**config.mk**
```make
export PLATFORM = sky130hd
export DESIGN_NAME = lifo_pop_ctrl
export DESIGN_NICKNAME = d
export VERILOG_FILES = /design/src/rtl/lifo_pop_ctrl.sv
export SDC_FILE = /design/constraint.sdc
export NUM_CORES = 1
export LEC_CHECK = 0
export ABC_CLOCK_PERIOD_IN_PS = 3800
export CORE_MARGIN = 5
export CORE_UTILIZATION = 51
export DETAILED_ROUTE_END_ITERATION = 16
export HOLD_SLACK_MARGIN = 0.15
export PLACE_DENSITY = 0.81
export SYNTH_ARGS = -nofsm -noshare
export SYNTH_HDL_FRONTEND = slang
export SYNTH_SLANG_ARGS = --single-unit
```
**constraint.sdc**
```tcl
create_clock -name clk -period 3.8 [get_ports clk]
set_input_delay 0.76 -clock clk [delete_from_list [all_inputs] [get_ports clk]]
set_output_delay 0.76 -clock clk [all_outputs]
set_load 0.01 [all_outputs]
```
**src/rtl/lifo_pop_ctrl.sv**
```systemverilog
// Drain stage for a LIFO that exports no flags: keeps a shadow occupancy count,
// issues credit-limited pops and presents the popped words on a valid/ready stream.
module lifo_pop_ctrl #(
  parameter int DEPTH  = 1024,
  parameter int DW     = 32,
  parameter int RD_LAT = 1,
  parameter int CW     = $clog2(DEPTH) + 1
) (
  input  logic          clk,
  input  logic          rst_n,
  input  logic          lifo_wr,
  input  logic          lifo_ud,
  input  logic [DW-1:0] lifo_data,
  output logic          lifo_rd,
  input  logic          drain_en,
  output logic          m_valid,
  input  logic          m_ready,
  output logic [DW-1:0] m_data,
  output logic          m_last,
  output logic [CW-1:0] occ,
  output logic          err_ud
);

  localparam logic [1:0]    IDLE    = 2'd0;
  localparam logic [1:0]    ACTIVE  = 2'd1;
  localparam logic [1:0]    STOP    = 2'd2;
  localparam logic [CW-1:0] OCC_MAX = CW'(DEPTH);
  localparam logic [CW-1:0] OCC_ONE = CW'(1);

  logic [1:0]        state_reg, state_next;
  logic [CW-1:0]     occ_reg;
  logic              err_reg;
  logic [RD_LAT-1:0] tag_v_reg, tag_v_next;
  logic [RD_LAT-1:0] tag_l_reg, tag_l_next;
  logic [2:0]        inflight;
  logic [3:0]        committed;
  logic              credit_ok;
  logic              inc;
  logic              capture;
  logic              out_pop;

  logic [DW-1:0]     buf_data [2];
  logic              buf_last [2];
  logic              buf_rd_ptr, buf_wr_ptr;
  logic [1:0]        buf_cnt;

  // ---------------- FSM: state register ----------------
  always_ff @(posedge clk or negedge rst_n) begin
    if (!rst_n) state_reg <= IDLE;
    else        state_reg <= state_next;
  end

  // ---------------- FSM: next state ----------------
  always_comb begin
    state_next = state_reg;
    case (state_reg)
      IDLE:    if (drain_en) state_next = ACTIVE;
      ACTIVE:  if (!drain_en) state_next = STOP;
      STOP: begin
        if (drain_en)           state_next = ACTIVE;
        else if (inflight == 0) state_next = IDLE;
      end
      default: state_next = IDLE;
    endcase
  end

  // ---------------- FSM: outputs (pop issue) ----------------
  // Credit counts words that will still be outstanding after this edge, so a
  // word leaving the buffer this cycle frees its slot for a same-cycle pop.
  always_comb begin
    inflight = '0;
    for (int i = 0; i < RD_LAT; i++) inflight = inflight + {2'b00, tag_v_reg[i]};
    committed = {1'b0, inflight} + {2'b00, buf_cnt} - {3'b000, out_pop};
    credit_ok = (committed < 4'd2);
    lifo_rd   = (state_reg == ACTIVE) && (occ_reg != '0) && !lifo_wr && credit_ok;
  end

  // ---------------- shadow occupancy ----------------
  assign inc = lifo_wr && (occ_reg < OCC_MAX);

  always_ff @(posedge clk or negedge rst_n) begin
    if (!rst_n) begin
      occ_reg <= '0;
    end else begin
      case ({inc, lifo_rd})
        2'b10:   occ_reg <= occ_reg + OCC_ONE;
        2'b01:   occ_reg <= occ_reg - OCC_ONE;
        default: occ_reg <= occ_reg;
      endcase
    end
  end

  // ---------------- read-latency tag pipeline ----------------
  always_comb begin
    tag_v_next    = tag_v_reg << 1;
    tag_l_next    = tag_l_reg << 1;
    tag_v_next[0] = lifo_rd;
    tag_l_next[0] = lifo_rd && (occ_reg == OCC_ONE);
  end

  always_ff @(posedge clk or negedge rst_n) begin
    if (!rst_n) begin
      tag_v_reg <= '0;
      tag_l_reg <= '0;
    end else begin
      tag_v_reg <= tag_v_next;
      tag_l_reg <= tag_l_next;
    end
  end

  // ---------------- 2-entry output buffer ----------------
  assign capture = tag_v_reg[RD_LAT-1];
  assign m_valid = (buf_cnt != 2'd0);
  assign out_pop = m_valid && m_ready;
  assign m_data  = buf_data[buf_rd_ptr];
  assign m_last  = buf_last[buf_rd_ptr];

  always_ff @(posedge clk or negedge rst_n) begin
    if (!rst_n) begin
      for (int i = 0; i < 2; i++) begin
        buf_data[i] <= '0;
        buf_last[i] <= 1'b0;
      end
      buf_rd_ptr <= 1'b0;
      buf_wr_ptr <= 1'b0;
      buf_cnt    <= 2'd0;
    end else begin
      if (capture) begin
        buf_data[buf_wr_ptr] <= lifo_data;
        buf_last[buf_wr_ptr] <= tag_l_reg[RD_LAT-1];
        buf_wr_ptr           <= ~buf_wr_ptr;
      end
      if (out_pop) buf_rd_ptr <= ~buf_rd_ptr;
      case ({capture, out_pop})
        2'b10:   buf_cnt <= buf_cnt + 2'd1;
        2'b01:   buf_cnt <= buf_cnt - 2'd1;
        default: buf_cnt <= buf_cnt;
      endcase
    end
  end

  // ---------------- sticky underflow flag ----------------
  always_ff @(posedge clk or negedge rst_n) begin
    if (!rst_n)       err_reg <= 1'b0;
    else if (lifo_ud) err_reg <= 1'b1;
  end

  assign occ    = occ_reg;
  assign err_ud = err_reg;

endmodule

```
**Word level (Yosys, flattened, before mapping)**

Cells that the tools add are included.

- Word-level logic and storage cells: 71
- Output and inout port bits: 47
- Bits of input ports: 38
- Register bits after elaboration: 86

- Bitwise gates (word level): 4
- Add/subtract/negate cells: 6
- $lt $le $gt $ge: 5
- Equality and inequality tests: 10
- Muxes and demuxes: 19
- Reduce and logical (&&, ||, !) cells: 15

Operator list:

| kind | count |
|---|---|
| $mux W32 | 4 |
| $bwmux W64 | 1 |
| $demux W32 S1 | 1 |
| $pmux W11 S2 | 1 |
| $add A11 B1 Y11 const B | 1 |
| $eq A11 B1 Y1 const B | 1 |
| $lt A11 B11 Y1 const B | 1 |
| $reduce_bool A11 Y1 | 1 |
| $sub A11 B1 Y11 const B | 1 |
| $mux W2 | 4 |
| $logic_and A1 B1 Y1 | 7 |
| $eq A2 B1 Y1 const B | 3 |
| $eq A2 B2 Y1 const B | 3 |
| $pmux W2 S3 | 1 |
| $reduce_bool A2 Y1 | 3 |
| $ge A2 B2 Y1 const B | 2 |
| $lt A4 B2 Y1 const B | 1 |
| $mux W1 | 4 |
| $ne A2 B2 Y1 const B | 2 |
| $not A1 Y2 | 2 |
| $pmux W2 S2 | 1 |
| $sub A3 B1 Y4 | 1 |
| $add A1 B2 Y3 | 1 |
| $logic_not A3 Y1 | 1 |
| 10 further kinds | 11 |

**Depth between registers and ports, before layout**

Gate-level depths: netlist (run 1).

- Depth in word-level cells: 7
- Depth in mapped cells: 12
- Mapped depth without buffers: 11

**Worst setup path before layout (run 1)**

Ideal clock, no wire load.

- Path type: input to register
- Start: in m_ready
- End: reg occ_reg[7], in the netlist occ[7]
- Arrival: 3488 ps
- Stages on the path: 10
- Data required time: 3656 ps
- Path slack: 168 ps
- Setup time: 144 ps
- Buffers on the path: 0
- Cell sequence: nand2b_1 > a21oi_1 > fa_1 > or4_1 > a21oi_1 > ha_1 > nor4b_1 > a21oi_1 > a2111oi_1 > xor2_1

- Word-level cells in the longest chain between the ends: 6
- Elaborated cells between the ends (all ways): 8
- Classes of those cells: 1 x add/sub; 1 x order compare; 2 x eq/ne; 1 x mux; 3 x reduce/logical

RTL lines:

| element | line | source |
|---|---|---|
| start: declaration | 17 | `input logic m_ready,` |
| $logic_and A1 B1 Y1 (*) | 114 | `assign out_pop = m_valid && m_ready;` |
| $sub A3 B1 Y4 (*) | 73 | `committed = {1'b0, inflight} + {2'b00, buf_cnt} - {3'b000, out_pop};` |
| $lt A4 B2 Y1 (*) | 74 | `credit_ok = (committed < 4'd2);` |
| $logic_and A1 B1 Y1 (*) | 75 | `lifo_rd = (state_reg == ACTIVE) && (occ_reg != '0) && !lifo_wr && credit_ok;` |
| via lifo_rd | 14 | `output logic lifo_rd,` |
| $eq A2 B1 Y1 / $eq A2 B2 Y1 (equally long branches) | 85 | `case ({inc, lifo_rd})` |
| $pmux W11 S2 / $reduce_bool A2 Y1 (equally long branches) | -- |  |
| end signal: assignment | 86 | `2'b10: occ_reg <= occ_reg + OCC_ONE;` |
| end signal: assignment | 87 | `2'b01: occ_reg <= occ_reg - OCC_ONE;` |
| end signal: assignment | 88 | `default: occ_reg <= occ_reg;` |
| end: declaration | 31 | `logic [CW-1:0] occ_reg;` |

Mark *: on every way through the listed nets, which the timed path passes. The rest lies on a longest branch.
A chain may end at the register's enable or synchronous reset.

**Worst setup path after layout (run 1)**

- Start: in m_ready
- End: reg occ_reg[6], in the netlist occ[6]

- Word-level cells in the longest chain between the ends: 6
- Elaborated cells between the ends (all ways): 8
- Classes of those cells: 1 x add/sub; 1 x order compare; 2 x eq/ne; 1 x mux; 3 x reduce/logical

RTL lines:

| element | line |
|---|---|
| $logic_and A1 B1 Y1 (*) | 114 |
| $sub A3 B1 Y4 (*) | 73 |
| $lt A4 B2 Y1 (*) | 74 |
| $logic_and A1 B1 Y1 (*) | 75 |
| $eq A2 B1 Y1 / $eq A2 B2 Y1 (equally long branches) | 85 |
| $pmux W11 S2 / $reduce_bool A2 Y1 (equally long branches) | -- |

Every way passes the cells marked *; elsewhere a longest branch is shown, timed or not.

==> results of run 1 <==
critical path, cell delays in order:
cell	delay, ns
clkdlybuf4s50_1	0.49
nand3b_1	0.12
a21oi_2	0.16
fa_1	0.42
or4_1	0.56
a21oi_2	0.19
ha_1	0.23
nand3b_1	0.10
or4_2	0.54
a21oi_1	0.19
xor2_1	0.15
synthesized netlist by cell type (all sizes together), types with 2 or more instances:
library cell / count
a21oi: 8
and2: 2
buf: 5
clkbuf: 8
dfrtp: 86
ha: 5
inv: 4
mux2: 99
nand2: 6
nand2b: 4
nand3b: 3
nor2: 6
nor3: 2
nor4: 2
or2: 2
or3: 2
or4: 3
xnor2: 6
xor2: 11
repair_timing:
item / 4_1_cts / 5_1_grt
buffers inserted: 0 / 1
gates resized for setup: 2 / 4
pin swaps: 0 / 0
setup endpoints to repair: 1 / 4
path summary, 6_finish.rpt:
| check | from | endpoint |
|---|---|---|
| hold reg to reg | err_ud$_DFFE_PN0P_ | err_ud$_DFFE_PN0P_ |
| max in group asynchronous | rst_n | buf_data[11]$_DFFE_PN0P_ |
| min in group asynchronous | rst_n | occ[4]$_DFFE_PN0P_ |
| setup reg to reg | buf_cnt[0]$_DFFE_PN0P_ | occ[6]$_DFFE_PN0P_ |
| setup / recovery | m_ready | occ[6]$_DFFE_PN0P_ |
| hold / removal | err_ud$_DFFE_PN0P_ | err_ud$_DFFE_PN0P_ |
area by class of cell:
class                           instances  area [um2]  area share (%)
Clock buffer                            9       123.9           2.404
Sequential cell                        86        2152           41.76
Inverter                                4       15.01          0.2913
Tap cell                              102       127.6           2.476
Multi-Input combinational cell        178        1732           33.60
Timing Repair Buffer                   96       923.4           17.92
Clock inverter                          7       80.08           1.554
report_power, final:
part	switching (mW)	leakage (nW)	total, mW	internal (mW)
clock	0.342	0.0900	0.653	0.310
sequential	0.256	1.05	1.57	1.31
combinational	0.703	1.05	1.91	1.20
total	1.30	2.19	4.12	2.82
per-layer routing:
metal / share of wire (%) / GRT usage (%) / vias up
li1: - / - / 1196
met1: 45 / 21.94 / 1278
met2: 50 / 28.48 / 51
met3: 3.5 / 3.143 / 8
met4: 1.3 / 6.709 / 0
met5: 0 / 0 / -
cells by family after synthesis:
family	count (synthesis)	synth area share (%)
AOI/OAI and AO/OA	18	3.244
muxes	99	28.34
xor gates and xnor gates	17	3.785
and+or+nand+nor	38	6.012
adders and majority gates	6	2.099
DFF	86	54.71
buffers and inverters	17	1.813
metrics by stage:
step	setup TNS, ns	setup WS (ns)	power, mW
finish	0	0.1661	4.125
floorplan	0	0.1684	2.626
detailed placement	-1.851	-0.2977	3.509
CTS	0	0.03788	4.173
global route	0	0.0006017	4.395
global placement	-1.315	-0.2583	3.444
==> flow_summary.toml, run 1 <==
[finish]
n_fill_cell = 579
final_common_cell = "mux2_2"
drive_gt1_share_pct = 37.63
fin_cells = 482
num-nets-final = 419
mostFrequentLayoutCells = "mux2_2 (99), dfrtp_1 (86), clkdlybuf4s50_1 (82)"
fin_area_um2 = 5154
largest_reg_flops = 64
syn_to_final_growth_pct = 31.01
fin_util_pct = 67.75
diodes = 0

[place]
portBuffers = 84
dp_hpwl_um = 5387
dp.cells = 465
place_congestion = 0.8090
placed_area_um2 = 4933

[die]
die_w_um = 97.83
die_area_um2 = 9570
row_count = 32
pin_count = 85
start_util_pct = 51.71
fp.dieH_um = 97.83
core_area_um2 = 7607

[timing]
hold_viol_final = 0
min_period_over_period_pct = 95.63
worst_slew_pin_slew_ns = 1.071
slew_viol_final = 0
clock_skew_ns = 0.01114
max_freq_ghz = 0.2752
rsz0062_at_grt = "false"
slew_headroom_pct = 28.59
setup_viol_count_final = 0
hold_ws_ns = 0.4817
min_period_ns = 3.634

[synthesis]
ys_top_cells_by_area = "dfrtp_1 (55%), mux2_2 (28%), xor2_1 (2.4%)"
synth-seq-cells = 86
ys_types = 41
yosys.area.top_type = "dfrtp_1"
ys.flop_type = "dfrtp_1"
synth_fp_nets = 325
seq_area_frac_synth_pct = 54.71
synth_cells = 281
synthArstFlopShare_pct = 100.0
syn_area_per_cell_um2 = 14.00
netlist_area_um2 = 3934
ys_warn_count = 0
synth_edf_count = 0
netlist.area_leader.share_pct = 54.71

[job]
maxCapViolations = 0

[cts]
clk_latency_ns = 0.35
cts_buffers = 9
cts_buffer_depth = 2
cts_sinks = 86
cts-root-buf = "clkbuf_8"
clkTransAtPathRegs_ns = 0.09
cts_tree = "done"
cts_hold_buffers = 0
h-tree-depth = 3

[detailed_routing]
firstDrtPassIters = 4
wl_um = 7836
postRouteAntennaNets = 0
drc_errors = 0
via_per_inst = 5.255
vias = 2533
drt-initial-drc-count = 69
routedWlPerCell_um = 16.26

[worst_hold_path]
min_path_type = "register to register"
whs_path_depth = 1

[worst_setup_path]
path_class = "input pin to register"
path_max_fanout = 4
cp_data_arrival_time_ns = 3.91
start_kind = "input pin"
worstPathRequired_ns = 4.08
regToRegSetupSlack_ns = 0.54
worstSetupEndpointType = "register"
ff2ff_path_depth = 10

[global_route]
globalRouteTotalUtil_pct = 17.02
grt_pass1_vias = 2806
antenna_found_initial = 0
overflow = 0
grt_max_degree = 87
grt_pass1_wl_um = 13380

[power_and_ir_drop]
leakage_nw = 2.186
vdd_drop_max_v = 0.0004081
p_per_area_nw_per_um2 = 800.3

[run_status]
status = "complete, no violations"
(Power assumes the default switching activity.)
==> run 2, diff against run 1 <==
--- a/config.mk
+++ b/config.mk
@@ -11,6 +11,7 @@
 export DETAILED_ROUTE_END_ITERATION = 16
 export HOLD_SLACK_MARGIN = 0.15
 export PLACE_DENSITY = 0.81
+export REMOVE_ABC_BUFFERS = 1
 export SYNTH_ARGS = -nofsm -noshare
 export SYNTH_HDL_FRONTEND = slang
 export SYNTH_SLANG_ARGS = --single-unit
==> run 2 against run 1 <==
- critical path depth unchanged
- combinational power about the same
- flip-flop and latch count unchanged
- via count increased by 1.4%
- clock power decreased by 11%
- clock-buffer cell count increased by 1
- power decreased by 0.64%
- cell count decreased by 0.83%
- cell area about the same
- wire length increased by 0.22%
- sequential power about the same
- worst setup slack got worse by 0.031 ns
- critical endpoint unchanged
- largest cell class unchanged
- largest power group unchanged
==> flow_summary.toml, run 2 (synthesis gave the netlist of run 1 again) <==
[power_and_ir_drop]
p_per_area_nw_per_um2 = 795.4
leakage_nw = 2.177
vdd_drop_max_v = 0.0004158

[finish]
drive_gt1_share_pct = 37.50
mostFrequentLayoutCells = "mux2_2 (99), dfrtp_1 (86), clkdlybuf4s50_1 (82)"
fin_util_pct = 67.73
final_common_cell = "mux2_2"
largest_reg_flops = 64
syn_to_final_growth_pct = 30.98
diodes = 0
num-nets-final = 415

[run_status]
status = "complete, no violations"

[detailed_routing]
drt-initial-drc-count = 68
wl_um = 7853
vias = 2569
via_per_inst = 5.374
firstDrtPassIters = 4
drc_errors = 0
routedWlPerCell_um = 16.43
postRouteAntennaNets = 0

[worst_setup_path]
worstPathRequired_ns = 4.06
worstSetupEndpointType = "register"
path_class = "input pin to register"
crit_start = "m_ready"
slowest_stage = "or4_2"
cp_top_family = "simple AND/OR/NAND/NOR gates"
slowest_delay_ns = 0.56
crit_buf_inv = 1
cp_data_arrival_time_ns = 3.93
crit_top_cell = "nand3b_1"
regToRegSetupSlack_ns = 0.52
path_max_fanout = 6
crit_chain = "clkdlybuf4s50_1, nand3b_1, a21oi_2, fa_1, or4_4, a21oi_4, ha_4, nand3b_1, or4_2, a21oi_1, xor2_1"
worstReg2RegStart = "buf_cnt[0]$_DFFE_PN0P_"
rr_endpoint = "occ[6]$_DFFE_PN0P_"
start_kind = "input pin"
ff2ff_path_depth = 10

[timing]
clock_skew_ns = 0.007597
slew_viol_final = 0
hold_viol_final = 0
rsz0062_at_grt = "false"
fin_setup_tns_ns = 0
min_period_over_period_pct = 96.46
worst_slew_pin_slew_ns = 1.046
hold_ws_ns = 0.4800
slew_headroom_pct = 30.27
max_freq_ghz = 0.2728
setup_viol_count_final = 0
min_period_ns = 3.665

[cts]
cts_buffer_depth = 2
cts-root-buf = "clkbuf_8"
cts_tree = "done"
cts_sinks = 86
cts_buffers = 9
postCtsSetupBuffers = 0
clkTransAtPathRegs_ns = 0.08
h-tree-depth = 3
clk_latency_ns = 0.34
cts_hold_buffers = 0

[place]
place_congestion = 0.9283
portBuffers = 84
dp_hpwl_um = 5368

[global_route]
overflow = 0
globalRouteTotalUtil_pct = 16.98
antenna_found_initial = 0
met3_usage_pct = 3.571
grt.busiest_layer = "met2"
use_met2_pct = 26.54
grt_max_degree = 87
grt_pass1_wl_um = 13300
met1_usage_pct = 23.65
grt_pass1_vias = 2716

[die]
die_area_um2 = 9570
pin_count = 85
core_area_um2 = 7607
die_w_um = 97.83
start_util_pct = 51.71
row_count = 32
fp.dieH_um = 97.83

[worst_hold_path]
holdCritStartpoint = "err_ud$_DFFE_PN0P_"
min_path_type = "register to register"
whs_path_depth = 1
min_to = "err_ud$_DFFE_PN0P_"

[job]
maxCapViolations = 0
## run 2: stage by stage
stage / total power, mW / instance area [um2] / cells / setup slack (ns)
finish: 4.098 / 5152 / 478 / 0.1347
global route: 4.353 / 5152 / 478 / 0.04740
global placement: 3.468 / 4936 / 462 / -0.3162
CTS: 4.124 / 5129 / 478 / 0.01598
detailed placement: 3.524 / 4936 / 462 / -0.4566
floorplan: 2.603 / 3877 / 268 / -0.01787
## run 2: area by class of cell
class / instances / area, um2
Tap cell: 102 / 127.6
Inverter: 4 / 15.01
Clock inverter: 6 / 46.29
Multi-Input combinational cell: 178 / 1755
Clock buffer: 10 / 137.6
Sequential cell: 86 / 2152
Timing Repair Buffer: 92 / 918.4
Fill cell: 569 / 2455
## run 2: how the worst max path moves through the flow
stage / endpoint / cells past startpoint
2_1_floorplan: occ[6]$_DFFE_PN0P_ / 10
3_3_place_gp: occ[7]$_DFFE_PN0P_ / 11
3_5_place_dp: occ[6]$_DFFE_PN0P_ / 11
4_1_cts: lifo_rd / 7
5_1_grt: occ[6]$_DFFE_PN0P_ / 11
6_report: occ[6]$_DFFE_PN0P_ / 11
## run 2: power breakdown
group | leakage, nW | internal, mW | switching [mW]
sequential | 1.05 | 1.31 | 0.285
combinational | 1.04 | 1.22 | 0.698
clock | 0.0889 | 0.259 | 0.325
total | 2.18 | 2.79 | 1.31
## run 2: timing repair
| action | in CTS | in global routing |
|---|---|---|
| setup endpoints to repair | 6 | 7 |
| gates resized for setup | 4 | 6 |
| endpoints found under the hold margin | 0 | 0 |
## run 2: layer usage
metal,up-vias,wire length (um)
met5,-,0
met4,0,79
met3,10,395
met2,79,3749
met1,1295,3628
li1,1185,-
==> run 3, diff against run 2 <==
--- a/config.mk
+++ b/config.mk
@@ -5,7 +5,7 @@
 export SDC_FILE = /design/constraint.sdc
 export NUM_CORES = 1
 export LEC_CHECK = 0
-export ABC_CLOCK_PERIOD_IN_PS = 3800
+export ABC_CLOCK_PERIOD_IN_PS = 3600
 export CORE_MARGIN = 5
 export CORE_UTILIZATION = 51
 export DETAILED_ROUTE_END_ITERATION = 16
==> constraint.sdc (replaced) <==
create_clock -name clk -period 3.6 [get_ports clk]
set_input_delay 0.72 -clock clk [delete_from_list [all_inputs] [get_ports clk]]
set_output_delay 0.72 -clock clk [all_outputs]
set_load 0.01 [all_outputs]
==> run 3 against run 2 <==
- critical path type unchanged
- worst setup slack gained 0.16 ns
- hold slack lost 0.0064 ns
- die area did not move
- register-to-register slack got worse by 0.19 ns
- first-iteration DRC count fell by 18%
- power increased by 8.5%
- largest power group unchanged
- largest cell class unchanged
==> flow_summary.toml, run 3 (synthesis gave the netlist of run 1 again) <==
[global_route]
overflow = 0
grt_pass1_vias = 2776
antenna_found_initial = 0
globalRouteTotalUtil_pct = 17.53
grt_max_degree = 87
grt_pass1_wl_um = 13630

[detailed_routing]
wl_um = 8069
firstDrtPassIters = 4
vias = 2566
drt-initial-drc-count = 56
routedWlPerCell_um = 16.78
via_per_inst = 5.335
postRouteAntennaNets = 0
drc_errors = 0

[place]
place_congestion = 0.9197
dp.cells = 463
dp_hpwl_um = 5435
preCtsSetupSlack_ns = -0.5446
portBuffers = 84
placed_area_um2 = 4918

[worst_setup_path]
cp_data_arrival_time_ns = 3.56
path_max_fanout = 6
start_kind = "input pin"
worstPathRequired_ns = 3.86
worstSetupEndpointType = "register"
path_class = "input pin to register"

[timing]
slew_headroom_pct = 28.94
worst_slew_pin_slew_ns = 1.066
slew_viol_final = 0
max_freq_ghz = 0.3029
clock_skew_ns = 0.01602
setup_viol_count_final = 0
rsz0062_at_grt = "false"
hold_viol_final = 0
final.setup.worst_slack_ns = 0.2987
min_period_ns = 3.301
min_period_over_period_pct = 91.70

[finish]
drive_gt1_share_pct = 38.52
fin_area_um2 = 5211
multi_input_comb_area_um2 = 1762
final_common_cell = "mux2_2"
mostFrequentLayoutCells = "mux2_2 (99), dfrtp_1 (86), clkdlybuf4s50_1 (81)"
num-nets-final = 419
syn_to_final_growth_pct = 32.47
final-seq-area_um2 = 2152
diodes = 0
n_fill_cell = 545
largest_reg_flops = 64
fin_cells = 481

[power_and_ir_drop]
p_sw_mw = 1.371
p_per_area_nw_per_um2 = 853.2
pwr-share-comb_pct = 45.6
p_clk_share_pct = 16.6
vdd_drop_max_v = 0.0004564
leakage_nw = 2.215
power_frac_seq_pct = 37.8
internal_power_mw = 3.075
swShare_pct = 30.84

[cts]
cts_sinks = 86
h-tree-depth = 3
cts_hold_buffers = 0
cts_buffers = 9
cts-root-buf = "clkbuf_8"
cts_tree = "done"
cts_buffer_depth = 2
clkTransAtPathRegs_ns = 0.08
clk_latency_ns = 0.34

[die]
fp.dieH_um = 97.83
pin_count = 85
start_util_pct = 51.71
die_w_um = 97.83
core_area_um2 = 7607
die_area_um2 = 9570
row_count = 32

[worst_hold_path]
min_path_type = "register to register"

[run_status]
status = "complete, no violations"

[job]
maxCapViolations = 0
[run 3: cell types whose count changed in the layout (fill, tap and decap cells not counted), moves of 2 or more]
cell,before,now
buf_4,7,12
buf_12,2,0
bufinv_16,0,2
clkinv_4,2,0
[run 3: per-stage QoR]
step	total power [mW]	TNS [ns]	util, %	hold WS [ns]
floorplan	2.748	-0.4235	-	0.4244
global placement	3.642	-3.503	64.65	0.4526
detailed placement	3.703	-4.047	64.65	0.4641
CTS	4.476	0	68.09	0.4790
global route	4.722	0	68.50	0.5039
finish	4.446	0	68.50	0.4736
[run 3: power groups by stage]
stage          Clock (mW)  Combinational (mW)  Sequential, mW
2_1_floorplan           0                1.10            1.65
5_1_grt             0.798                2.19            1.74
4_1_cts             0.754                2.04            1.69
3_3_place_gp            0                1.97            1.67
3_5_place_dp            0                2.00            1.70
6_report            0.738                2.03            1.68
[run 3: final cells by class]
type / count / area share (%)
Sequential cell: 86 / 41.30
Multi-Input combinational cell: 178 / 33.81
Tap cell: 102 / 2.449
Clock buffer: 10 / 2.641
Timing Repair Buffer: 96 / 17.96
Clock inverter: 5 / 1.561
Inverter: 4 / 0.2881
[run 3: repair_timing]
item	in CTS	in global routing
endpoints found under the setup margin	7	6
pin swaps	3	6
gates cloned	0	0
resized for setup	10	4
buffers inserted	1	2
[run 3: path summary, 6_finish.rpt]
| check | slack [ns] | end | from | cells after the start |
|---|---|---|---|---|
| min in group asynchronous | 0.55 | buf_data[50]$_DFFE_PN0P_ | rst_n | 1 |
| min | 0.47 | state_reg[0]$_DFFE_PN0P_ | state_reg[1]$_DFFE_PN0P_ | 1 |
| max reg2reg | 0.33 | occ[10]$_DFFE_PN0P_ | buf_cnt[0]$_DFFE_PN0P_ | 12 |
| max | 0.30 | occ[10]$_DFFE_PN0P_ | m_ready | 13 |
| min reg2reg | 0.47 | state_reg[0]$_DFFE_PN0P_ | state_reg[1]$_DFFE_PN0P_ | 1 |
| max in group asynchronous | 2.35 | buf_data[27]$_DFFE_PN0P_ | rst_n | 1 |
[run 3: metal layers]
layer	vias up	global-route usage (%)	share of wire, %
met4	0	6.283	1.5
met3	10	3.857	4.1
met1	1284	23.09	46
met5	-	0	0
met2	76	28.64	48
li1	1196	-	-
[run 3: critical path: stages]
cell and delay, ns:
dlymetal6s2s_1 0.14, nand2b_1 0.16, a21oi_2 0.16, fa_2 0.45
or4_4 0.51, a21oi_4 0.15, buf_6 0.13, ha_4 0.14
nand3b_1 0.10, buf_4 0.16, or3_1 0.33, a211oi_2 0.25
xor2_1 0.16
